File: config.mk
export PLATFORM = sky130hd
export DESIGN_NAME = axis_fir_mac
export DESIGN_NICKNAME = d
export VERILOG_FILES = /design/src/rtl/fir_pkg.sv /design/src/rtl/fir_coef_bank.sv /design/src/rtl/axis_fir_mac.sv
export SDC_FILE = /design/constraint.sdc
export NUM_CORES = 2
export LEC_CHECK = 0
export ABC_AREA = 1
export BUFFER_PORTS_ARGS = -buffer_cell sky130_fd_sc_hd__buf_2
export CAP_MARGIN = 30
export CORE_MARGIN = 2
export CORE_UTILIZATION = 41
export CTS_CLUSTER_DIAMETER = 60
export CTS_CLUSTER_SIZE = 24
export DETAILED_ROUTE_END_ITERATION = 10
export GPL_ROUTABILITY_DRIVEN = 0
export PLACE_DENSITY = 0.57
export SLEW_MARGIN = 20
export SYNTH_ARGS = -nofsm -noshare
export SYNTH_HDL_FRONTEND = slang
export SYNTH_SLANG_ARGS = --single-unit
File: constraint.sdc
create_clock -name clk -period 7.55 [get_ports clk]
set_input_delay 1.1325 -clock clk [delete_from_list [all_inputs] [get_ports clk]]
set_output_delay 1.1325 -clock clk [all_outputs]
set_load 0.05 [all_outputs]
File: src/rtl/fir_pkg.sv
// Shared types and helpers for the streaming FIR MAC.
package fir_pkg;

  typedef enum logic [1:0] {
    IDLE = 2'd0,
    MAC  = 2'd1,
    OUT  = 2'd2
  } state_t;

  // Wide working width for the output formatter; covers any sane ACC_W/OUT_W
  localparam int unsigned FMT_W = 128;

  typedef struct packed {
    logic                    sat;
    logic signed [FMT_W-1:0] data;
  } fmt_t;

  // Ceiling log2, minimum 1 so a 2-tap filter still gets a 1-bit index
  function automatic int unsigned clog2(input int unsigned n);
    int unsigned r;
    r = 1;
    while ((64'd1 << r) < 64'(n)) r = r + 1;
    return r;
  endfunction

  // Accumulator width that cannot overflow over ntaps full-precision products
  function automatic int unsigned acc_width(input int unsigned dw,
                                            input int unsigned cw,
                                            input int unsigned ntaps);
    return dw + cw + clog2(ntaps);
  endfunction

  // Round, arithmetic shift, then saturate or wrap to out_w bits (sign-extended)
  function automatic fmt_t fmt_output(input logic signed [FMT_W-1:0] acc,
                                      input int unsigned             shift,
                                      input bit                      round,
                                      input bit                      saturate,
                                      input int unsigned             out_w);
    fmt_t                    r;
    logic signed [FMT_W-1:0] v;
    logic signed [FMT_W-1:0] hi;
    logic signed [FMT_W-1:0] lo;
    v = acc;
    if (round && (shift > 0)) v = v + (FMT_W'(1) <<< (shift - 1));
    v  = v >>> shift;
    hi = (FMT_W'(1) <<< (out_w - 1)) - FMT_W'(1);
    lo = -hi - FMT_W'(1);
    r.sat = 1'b0;
    if (saturate) begin
      if (v > hi) begin
        v     = hi;
        r.sat = 1'b1;
      end else if (v < lo) begin
        v     = lo;
        r.sat = 1'b1;
      end
    end else begin
      v = (v <<< (FMT_W - out_w)) >>> (FMT_W - out_w);
    end
    r.data = v;
    return r;
  endfunction

endpackage

File: src/rtl/fir_coef_bank.sv
// NTAPS x COEF_W coefficient register file with one write port and a combinational read.
module fir_coef_bank
  import fir_pkg::*;
#(
  parameter int unsigned COEF_W = 16,
  parameter int unsigned NTAPS  = 15
) (
  input  logic                     clk,
  input  logic                     reset,
  input  logic                     i_we,
  input  logic [clog2(NTAPS)-1:0]  i_waddr,
  input  logic signed [COEF_W-1:0] i_wdata,
  input  logic [clog2(NTAPS)-1:0]  i_raddr,
  output logic signed [COEF_W-1:0] o_rdata_c
);

  logic signed [COEF_W-1:0] r_coef [NTAPS];

  // Coefficient write; addresses beyond the last tap are ignored
  always_ff @(posedge clk or negedge reset) begin
    if (!reset) begin
      for (int unsigned k = 0; k < NTAPS; k++) r_coef[k] <= '0;
    end else if (i_we && (32'(i_waddr) < NTAPS)) begin
      r_coef[i_waddr] <= i_wdata;
    end
  end

  assign o_rdata_c = r_coef[i_raddr];

endmodule

File: src/rtl/axis_fir_mac.sv
// AXI-Stream FIR filter: one time-multiplexed MAC, NTAPS cycles per output sample.
module axis_fir_mac
  import fir_pkg::*;
#(
  parameter int unsigned DATA_W   = 16,
  parameter int unsigned COEF_W   = 16,
  parameter int unsigned NTAPS    = 15,
  parameter int unsigned OUT_W    = 32,
  parameter int unsigned SHIFT    = 0,
  parameter int unsigned ROUND    = 1,
  parameter int unsigned SATURATE = 1
) (
  input  logic                     clk,
  input  logic                     reset,
  input  logic signed [DATA_W-1:0] s_axis_tdata,
  input  logic                     s_axis_tvalid,
  input  logic                     s_axis_tlast,
  output logic                     s_axis_tready,
  output logic signed [OUT_W-1:0]  m_axis_tdata,
  output logic                     m_axis_tvalid,
  output logic                     m_axis_tlast,
  input  logic                     m_axis_tready,
  input  logic                     coef_we,
  input  logic [clog2(NTAPS)-1:0]  coef_addr,
  input  logic signed [COEF_W-1:0] coef_wdata,
  output logic                     coef_ready,
  output logic                     sat_sticky,
  input  logic                     sat_clr
);

  localparam int unsigned TAP_W  = clog2(NTAPS);
  localparam int unsigned PROD_W = DATA_W + COEF_W;
  localparam int unsigned ACC_W  = acc_width(DATA_W, COEF_W, NTAPS);

  state_t                    r_state;
  state_t                    w_state_nxt;
  logic                      w_accept;
  logic                      w_load;
  logic signed [DATA_W-1:0]  r_x [NTAPS];
  logic signed [ACC_W-1:0]   r_acc;
  logic [TAP_W-1:0]          r_tap;
  logic                      r_last;
  logic                      r_rdy;
  logic                      r_m_valid;
  logic [OUT_W-1:0]          r_m_data;
  logic                      r_m_last;
  logic                      r_sat;
  logic signed [COEF_W-1:0]  w_coef;
  logic signed [PROD_W-1:0]  w_prod;
  logic signed [ACC_W-1:0]   w_acc_sum;
  logic [OUT_W:0]            w_fmt;

  // Formatter result packed as {saturated, data[OUT_W-1:0]}
  function automatic logic [OUT_W:0] fmt_pack(input logic signed [ACC_W-1:0] a);
    fmt_t f;
    f = fmt_output(FMT_W'(a), SHIFT, ROUND != 0, SATURATE != 0, OUT_W);
    return {f.sat, f.data[OUT_W-1:0]};
  endfunction

  fir_coef_bank #(
    .COEF_W (COEF_W),
    .NTAPS  (NTAPS)
  ) u_coef_bank (
    .clk       (clk),
    .reset     (reset),
    .i_we      (coef_we && r_rdy),
    .i_waddr   (coef_addr),
    .i_wdata   (coef_wdata),
    .i_raddr   (r_tap),
    .o_rdata_c (w_coef)
  );

  assign w_prod    = PROD_W'(w_coef) * PROD_W'(r_x[r_tap]);
  assign w_acc_sum = r_acc + ACC_W'(w_prod);
  assign w_fmt     = fmt_pack(w_acc_sum);

  // FSM state register
  always_ff @(posedge clk or negedge reset) begin
    if (!reset) r_state <= IDLE;
    else        r_state <= w_state_nxt;
  end

  // Next-state and datapath strobes
  always_comb begin
    w_state_nxt = r_state;
    w_accept    = 1'b0;
    w_load      = 1'b0;
    case (r_state)
      IDLE: begin
        if (s_axis_tvalid) begin
          w_accept    = 1'b1;
          w_state_nxt = MAC;
        end
      end
      MAC: begin
        if (r_tap == TAP_W'(NTAPS - 1)) begin
          w_load      = 1'b1;
          w_state_nxt = OUT;
        end
      end
      OUT: begin
        if (m_axis_tready) w_state_nxt = IDLE;
      end
      default: w_state_nxt = IDLE;
    endcase
  end

  // Delay line, MAC accumulator, output register and status flags
  always_ff @(posedge clk or negedge reset) begin
    if (!reset) begin
      for (int unsigned k = 0; k < NTAPS; k++) r_x[k] <= '0;
      r_acc     <= '0;
      r_tap     <= '0;
      r_last    <= 1'b0;
      r_rdy     <= 1'b1;
      r_m_valid <= 1'b0;
      r_m_data  <= '0;
      r_m_last  <= 1'b0;
      r_sat     <= 1'b0;
    end else begin
      if (w_accept) begin
        for (int unsigned k = 1; k < NTAPS; k++) r_x[k] <= r_x[k-1];
        r_x[0] <= s_axis_tdata;
        r_last <= s_axis_tlast;
        r_acc  <= '0;
        r_tap  <= '0;
      end else if (r_state == MAC) begin
        r_acc <= w_acc_sum;
        r_tap <= r_tap + TAP_W'(1);
      end
      if (w_load) begin
        r_m_data <= w_fmt[OUT_W-1:0];
        r_m_last <= r_last;
      end
      // A saturation on the loading edge beats a same-cycle clear
      if (w_load && w_fmt[OUT_W]) r_sat <= 1'b1;
      else if (sat_clr)           r_sat <= 1'b0;
      r_rdy     <= (w_state_nxt == IDLE);
      r_m_valid <= (w_state_nxt == OUT);
    end
  end

  assign s_axis_tready = r_rdy;
  assign coef_ready    = r_rdy;
  assign m_axis_tvalid = r_m_valid;
  assign m_axis_tdata  = r_m_data;
  assign m_axis_tlast  = r_m_last;
  assign sat_sticky    = r_sat;

endmodule

== Word level (Yosys, flattened, before mapping) ==
Cells that the tools add are included.

* Register bits after elaboration: 559
* Word-level logic and storage cells: 89
* Input bits: 43

* Eq/ne operators: 4
* Magnitude comparators: 6
* Add/subtract/negate cells: 2
* $mul: 1
* Bitwise logic cells: 2
* Multiplexer cells: 27
* Reduce and logical (&&, ||, !) cells: 8

{| class="wikitable"
|+ Operator list
! operator !! number
|-
| $bwmux W240 || 1
|-
| $bmux W16 S4 || 2
|-
| $mux W16 || 5
|-
| $mux W36 || 2
|-
| $demux W16 S4 || 1
|-
| $mux W32 || 2
|-
| $add A36 B32 Y36 || 1
|-
| $gt A36 B32 Y1 const B || 1
|-
| $lt A36 B32 Y1 const B || 1
|-
| $mul A16 B16 Y32 || 1
|-
| $ge A5 B5 Y1 const B || 2
|-
| $not A4 Y5 || 2
|-
| $mux W1 || 8
|-
| $mux W4 || 2
|-
| $mux W2 || 3
|-
| $pmux W2 S3 || 1
|-
| $lt A5 B1 Y1 const B || 1
|-
| $add A4 B1 Y4 const B || 1
|-
| $eq A2 B2 Y1 const B || 2
|-
| $eq A4 B4 Y1 const B || 1
|-
| $logic_and A1 B1 Y1 || 4
|-
| $logic_not A2 Y1 || 2
|-
| $lt A4 B4 Y1 const B || 1
|-
| $reduce_bool A2 Y1 || 2
|-
| $eq A2 B1 Y1 const B || 1
|}

== Logic depth before layout (Yosys ltp) ==
* Depth after elaboration: 11
* Depth in mapped cells: 44
* Depth with buffers taken out: 40

== By module ==
A second synthesis with hierarchy kept.

* Cell total of the unflattened synthesis: 4734
* Area total of the unflattened synthesis: 37940.1 um^2

{| class="wikitable"
|+ Modules (own cells, without submodules)
! module !! area an instance (um^2) !! seq. area each (um^2) !! cells an instance !! times used
|-
| axis_fir_mac || 26123.8 || 7983.9 || 3181 || 1
|-
| fir_coef_bank || 11816.3 || 6005.8 || 1553 || 1
|}

== Worst setup path before layout ==
Ideal clock, no wire load.

* Path type: register -> register
* Start: register r_tap[0]
* End: register r_m_data[14] (netlist: m_axis_tdata[14])
* Buffers on the path: 6
* Setup time: 0.118 ns
* Clock period less this slack: 7.104 ns
* Data arrival time: 6.986 ns
* Path slack: 0.446 ns
* Cell stages (with the launch flop): 37
* Path through: dfrtp_1 > buf_4 > nor2_4 > buf_6 > inv_2 > buf_6 > buf_2 > o221ai_1 > nand2_1 > o221ai_2 > buf_2 > nand2_1 > fa_1 > fa_1 > fa_1 > inv_1 > fa_1 > inv_1 > fa_1 > fa_1 > inv_1 > ha_1 > nand2_1 > nor2_1 > inv_1 > nor2_1 > and3_1 > nand2_1 > nand2_1 > nand3_1 > nand2_2 > nand2_4 > buf_4 > nand2_1 > nand2_1 > nand2_1 > nand2_1

* Cells in the longest elaborated chain, start to end: 9
* Elaborated cells between the ends (all ways): 16
* Classes of those cells: add/sub (1); mul (1); order compare (2); eq/ne (1); mux (10); bitwise (1)

{| class="wikitable"
|+ Ends and longest elaborated chain
! item !! RTL line !! RTL
|-
| start: declaration || axis_fir_mac.sv:41 || <nowiki>logic [TAP_W-1:0] r_tap;</nowiki>
|-
| start signal: assignment || axis_fir_mac.sv:129 || <nowiki>r_tap <= r_tap + TAP_W'(1);</nowiki>
|-
| $not A4 Y5 (not written as such) || fir_coef_bank.sv:28, axis_fir_mac.sv:73 ||
|-
| $bmux W16 S4 (on tied branches) || fir_coef_bank.sv:28, axis_fir_mac.sv:73 ||
|-
| $mux W16 (on tied branches) (2 in a row) || fir_coef_bank.sv:28, axis_fir_mac.sv:73 ||
|-
| $mul A16 B16 Y32 || axis_fir_mac.sv:73 || <nowiki>assign w_prod = PROD_W'(w_coef) * PROD_W'(r_x[r_tap]);</nowiki>
|-
| $add A36 B32 Y36 || axis_fir_mac.sv:74 || <nowiki>assign w_acc_sum = r_acc + ACC_W'(w_prod);</nowiki>
|-
| $lt A36 B32 Y1 || fir_pkg.sv:53 || <nowiki>end else if (v < lo) begin</nowiki>
|-
| $mux W32 || fir_pkg.sv:53 ||
|-
| $mux W32 || fir_pkg.sv:50 || <nowiki>if (v > hi) begin</nowiki>
|-
| end signal: assignment || axis_fir_mac.sv:132 || <nowiki>r_m_data <= w_fmt[OUT_W-1:0];</nowiki>
|-
| end: declaration || axis_fir_mac.sv:45 || <nowiki>logic [OUT_W-1:0] r_m_data;</nowiki>
|}

Parallel ways exist; a longest one is shown, timed or not. The select of a mux whose other input is x is not followed.
A chain may end at the register's enable or synchronous reset.

== Worst setup path after layout ==
* Start: register r_tap[0]
* End: register r_m_data[16] (netlist: m_axis_tdata[16])

Same word-level chain as after synthesis.

==> results.json <==
{
  "max_slew_margin_pct": 33.1,
  "final_cells": 5937,
  "floorplan.core_area_um2": 90000,
  "report.final.setup_viol": 0,
  "nets": 5176,
  "synth.lib_cells_used.distinct": 50,
  "grt_setup_unrepaired": "yes",
  "multiInputGateArea_um2": 19900,
  "crit_path_start_kind": "flop",
  "worst_setup_path_end_kind": "flop",
  "synth.ff_latch_count": 559,
  "ys.flop_type": "sky130_fd_sc_hd__dfrtp_1",
  "synth_warn": 0,
  "final_critical_path_setup_slack_ns": 0.271,
  "detail_route.wl_per_cell_um": 18.0,
  "row_count": 110,
  "setup.worst_path.class": "flop to flop",
  "stdcell_area_um2": 44400,
  "drt_pass1_iterations": 5,
  "final_max_slew_viol_count": 0,
  "sequential_cell_area_um2": 14000,
  "post_drt_antenna_nets": 0,
  "area.growth.synth_to_final_pct": 19.4,
  "cts_tree": "done",
  "sinks_on_the_clock_net": 559,
  "design.die.area_um2": 93200,
  "fp.dieW_um": 305,
  "routed-via-count": 30100,
  "worst-slew-pin-transition_ns": 1.00,
  "crit_path_max_incr_delay_ns": 0.66,
  "gr-total-overflow": 0,
  "drive_above_1_share_pct": 15.1,
  "synth_sequential_area_ratio_pct": 37.6,
  "place.detailed.instances": 5776,
  "port_buffers": 79,
  "grt.total_usage_pct": 22.6,
  "crit_fanout": 14,
  "die_h_um": 305,
  "detailed_place.area_um2": 40500,
  "first_global_vias": 30000,
  "clock-skew-final_ns": 0.0733,
  "place.detailed.hpwl_um": 72900,
  "cap_viol_max_count": 0,
  "pin_count_of_the_biggest_net_entering_global_routing": 158,
  "outcome": "finished, final reports clean",
  "syn-cell-area_um2": 37200,
  "critical_path.slowest_cell": "sky130_fd_sc_hd__fa_2",
  "finalCriticalPeriod_ns": 7.28,
  "cp_data_arrival_time_ns": 7.79,
  "ctsLongestPathBuffers": 3,
  "num-fill-cells": 8763,
  "htree_levels": 2,
  "pin_count": 80,
  "cts_hold_repair.buffers": 0,
  "drc": 0,
  "syn-mean-instance-area_um2": 8.27,
  "worst_skew_pair.late_latency_ns": 0.68,
  "cts_made_buffers": 56,
  "fmax_mhz": 137,
  "synthesis.instances": 4503,
  "synth_fp_nets": 4969,
  "ctsRootBufferMaster": "sky130_fd_sc_hd__clkbuf_16",
  "critical_path.most_common_cell": "sky130_fd_sc_hd__nand2_1",
  "grt_first_pass_wirelength_um": 168000,
  "finalHoldViolations": 0,
  "first_iter_violations": 2294,
  "clk_pin_slew_worst_paths_ns": 0.08,
  "synth_edf_count": 0,
  "holdCritPathClass": "flop to flop",
  "initial_standard_cell_utilization_of_the_core_pct": 41.4,
  "required_ns": 8.06,
  "setup_slack_placement_ns": 0.0127,
  "mostFrequentLayoutCell": "sky130_fd_sc_hd__nand2_1",
  "routed_wl_um": 107000,
  "mostFrequentLayoutCells": "sky130_fd_sc_hd__nand2_1, sky130_fd_sc_hd__inv_1, sky130_fd_sc_hd__dfrtp_1",
  "antenna_found_initial": 1,
  "async_set_or_reset_flop_fraction_in_the_synthesized_netlist_pct": 100,
  "final_min_period_over_clock_period_pct": 96.4,
  "drt-vias-per-instance": 5.08
}
-- synthesized netlist by cell type, types with 20 or more instances --
cell type,instances,area [µm²]
sky130_fd_sc_hd__a221oi_1,34,298
sky130_fd_sc_hd__buf_2,72,360
sky130_fd_sc_hd__o2111ai_1,21,184
sky130_fd_sc_hd__nand2_1,1107,4160
sky130_fd_sc_hd__buf_1,22,82.6
sky130_fd_sc_hd__nor2_1,242,908
sky130_fd_sc_hd__clkbuf_1,131,492
sky130_fd_sc_hd__a22oi_1,25,188
sky130_fd_sc_hd__fa_1,314,6290
sky130_fd_sc_hd__inv_1,864,3240
sky130_fd_sc_hd__dfrtp_1,558,14000
sky130_fd_sc_hd__o221ai_1,31,272
sky130_fd_sc_hd__o21ai_0,497,2490
sky130_fd_sc_hd__o211ai_1,20,150
sky130_fd_sc_hd__nand3_1,46,230
sky130_fd_sc_hd__a21oi_1,248,1240
sky130_fd_sc_hd__a22o_1,24,210
sky130_fd_sc_hd__ha_1,109,1360
-- registers in the layout, summed over array words and instances (netlist names), 2 cells and up --
register	flops
r_tap	4
r_acc	36
r_state	2
u_coef_bank.r_coef	240
r_x	240
m_axis_tdata	32
-- critical path, delay by kind of cell (launching register included) --
family | cells | cell delay [ns]
AO/OA/AOI/OAI | 4 | 0.64
AND/OR/NAND/NOR | 12 | 1.35
adder cells (fa/ha/maj) | 7 | 3.48
buffers and inverters | 9 | 1.04
flip-flops | 1 | 0.57
-- layout make-up --
cell class                 count  area share (%)
antenna                        3          0.0169
clock buffer                  65            3.34
clock inverter                41            1.20
inverter                     881            7.49
multi-input combinational   2824            44.9
sequential                   559            31.5
tap                         1176            3.31
timing repair buffer         388            8.28
-- cells by family (layout without fill, tap and decap cells) --
kind of cell / after synthesis / after routing / synth area share (%)
AO/OA/AOI/OAI: 950 / 950 / 14.8
buffers and inverters: 1122 / 1375 / 11.8
other: 0 / 3 / 0
XOR/XNOR: 21 / 21 / 0.494
flip-flops: 559 / 559 / 37.6
multiplexers: 1 / 1 / 0.0302
AND/OR/NAND/NOR: 1427 / 1429 / 14.8
adder cells (fa/ha/maj): 423 / 423 / 20.5
-- timing repair --
| action | in CTS | in global routing |
|---|---|---|
| gates resized for setup | 3 | 282 |
| setup endpoints to repair | 27 | 56 |
| buffers inserted | 0 | 32 |
| pin swaps | 0 | 50 |
| gates cloned | 0 | 17 |
-- final timing paths --
| check | from | endpoint | slack (ns) | depth (start not counted) |
|---|---|---|---|---|
| setup reg to reg | r_tap[0] | m_axis_tdata[16] | 0.27 | 32 |
| min in group asynchronous | reset | r_x[228] | 0.49 | 1 |
| setup / recovery | r_tap[0] | m_axis_tdata[16] | 0.27 | 32 |
| hold reg to reg | sat_sticky | sat_sticky | 0.47 | 2 |
| hold / removal | sat_sticky | sat_sticky | 0.47 | 2 |
| max in group asynchronous | reset | r_acc[32] | 5.66 | 2 |
-- per-layer routing --
metal  global-route usage (%)  share of wire (%)  routed length (µm)  up-vias
met2                     36.7                 47               50200      651
met4                     6.39                2.5                2630        0
met3                     2.70                5.0                5360      144
met1                     31.9                 46               48900    14900
li1                         -                  -                   -    14400
met5                        0                  0                   0        -
-- per-stage QoR --
step | setup TNS, ns | utilization, % | hold WS (ns)
6_report | 0 | 49.4 | 0.472
5_1_grt | -1.63 | 49.4 | 0.504
4_1_cts | 0 | 47.2 | 0.476
3_5_place_dp | 0 | 45.0 | 0.461
3_3_place_gp | 0 | 44.9 | 0.460
2_1_floorplan | 0 | - | 0.444
Power is left out: the tool's default activity adds up to more than one toggle a clock period on the data nets, which glitch-free logic cannot reach.
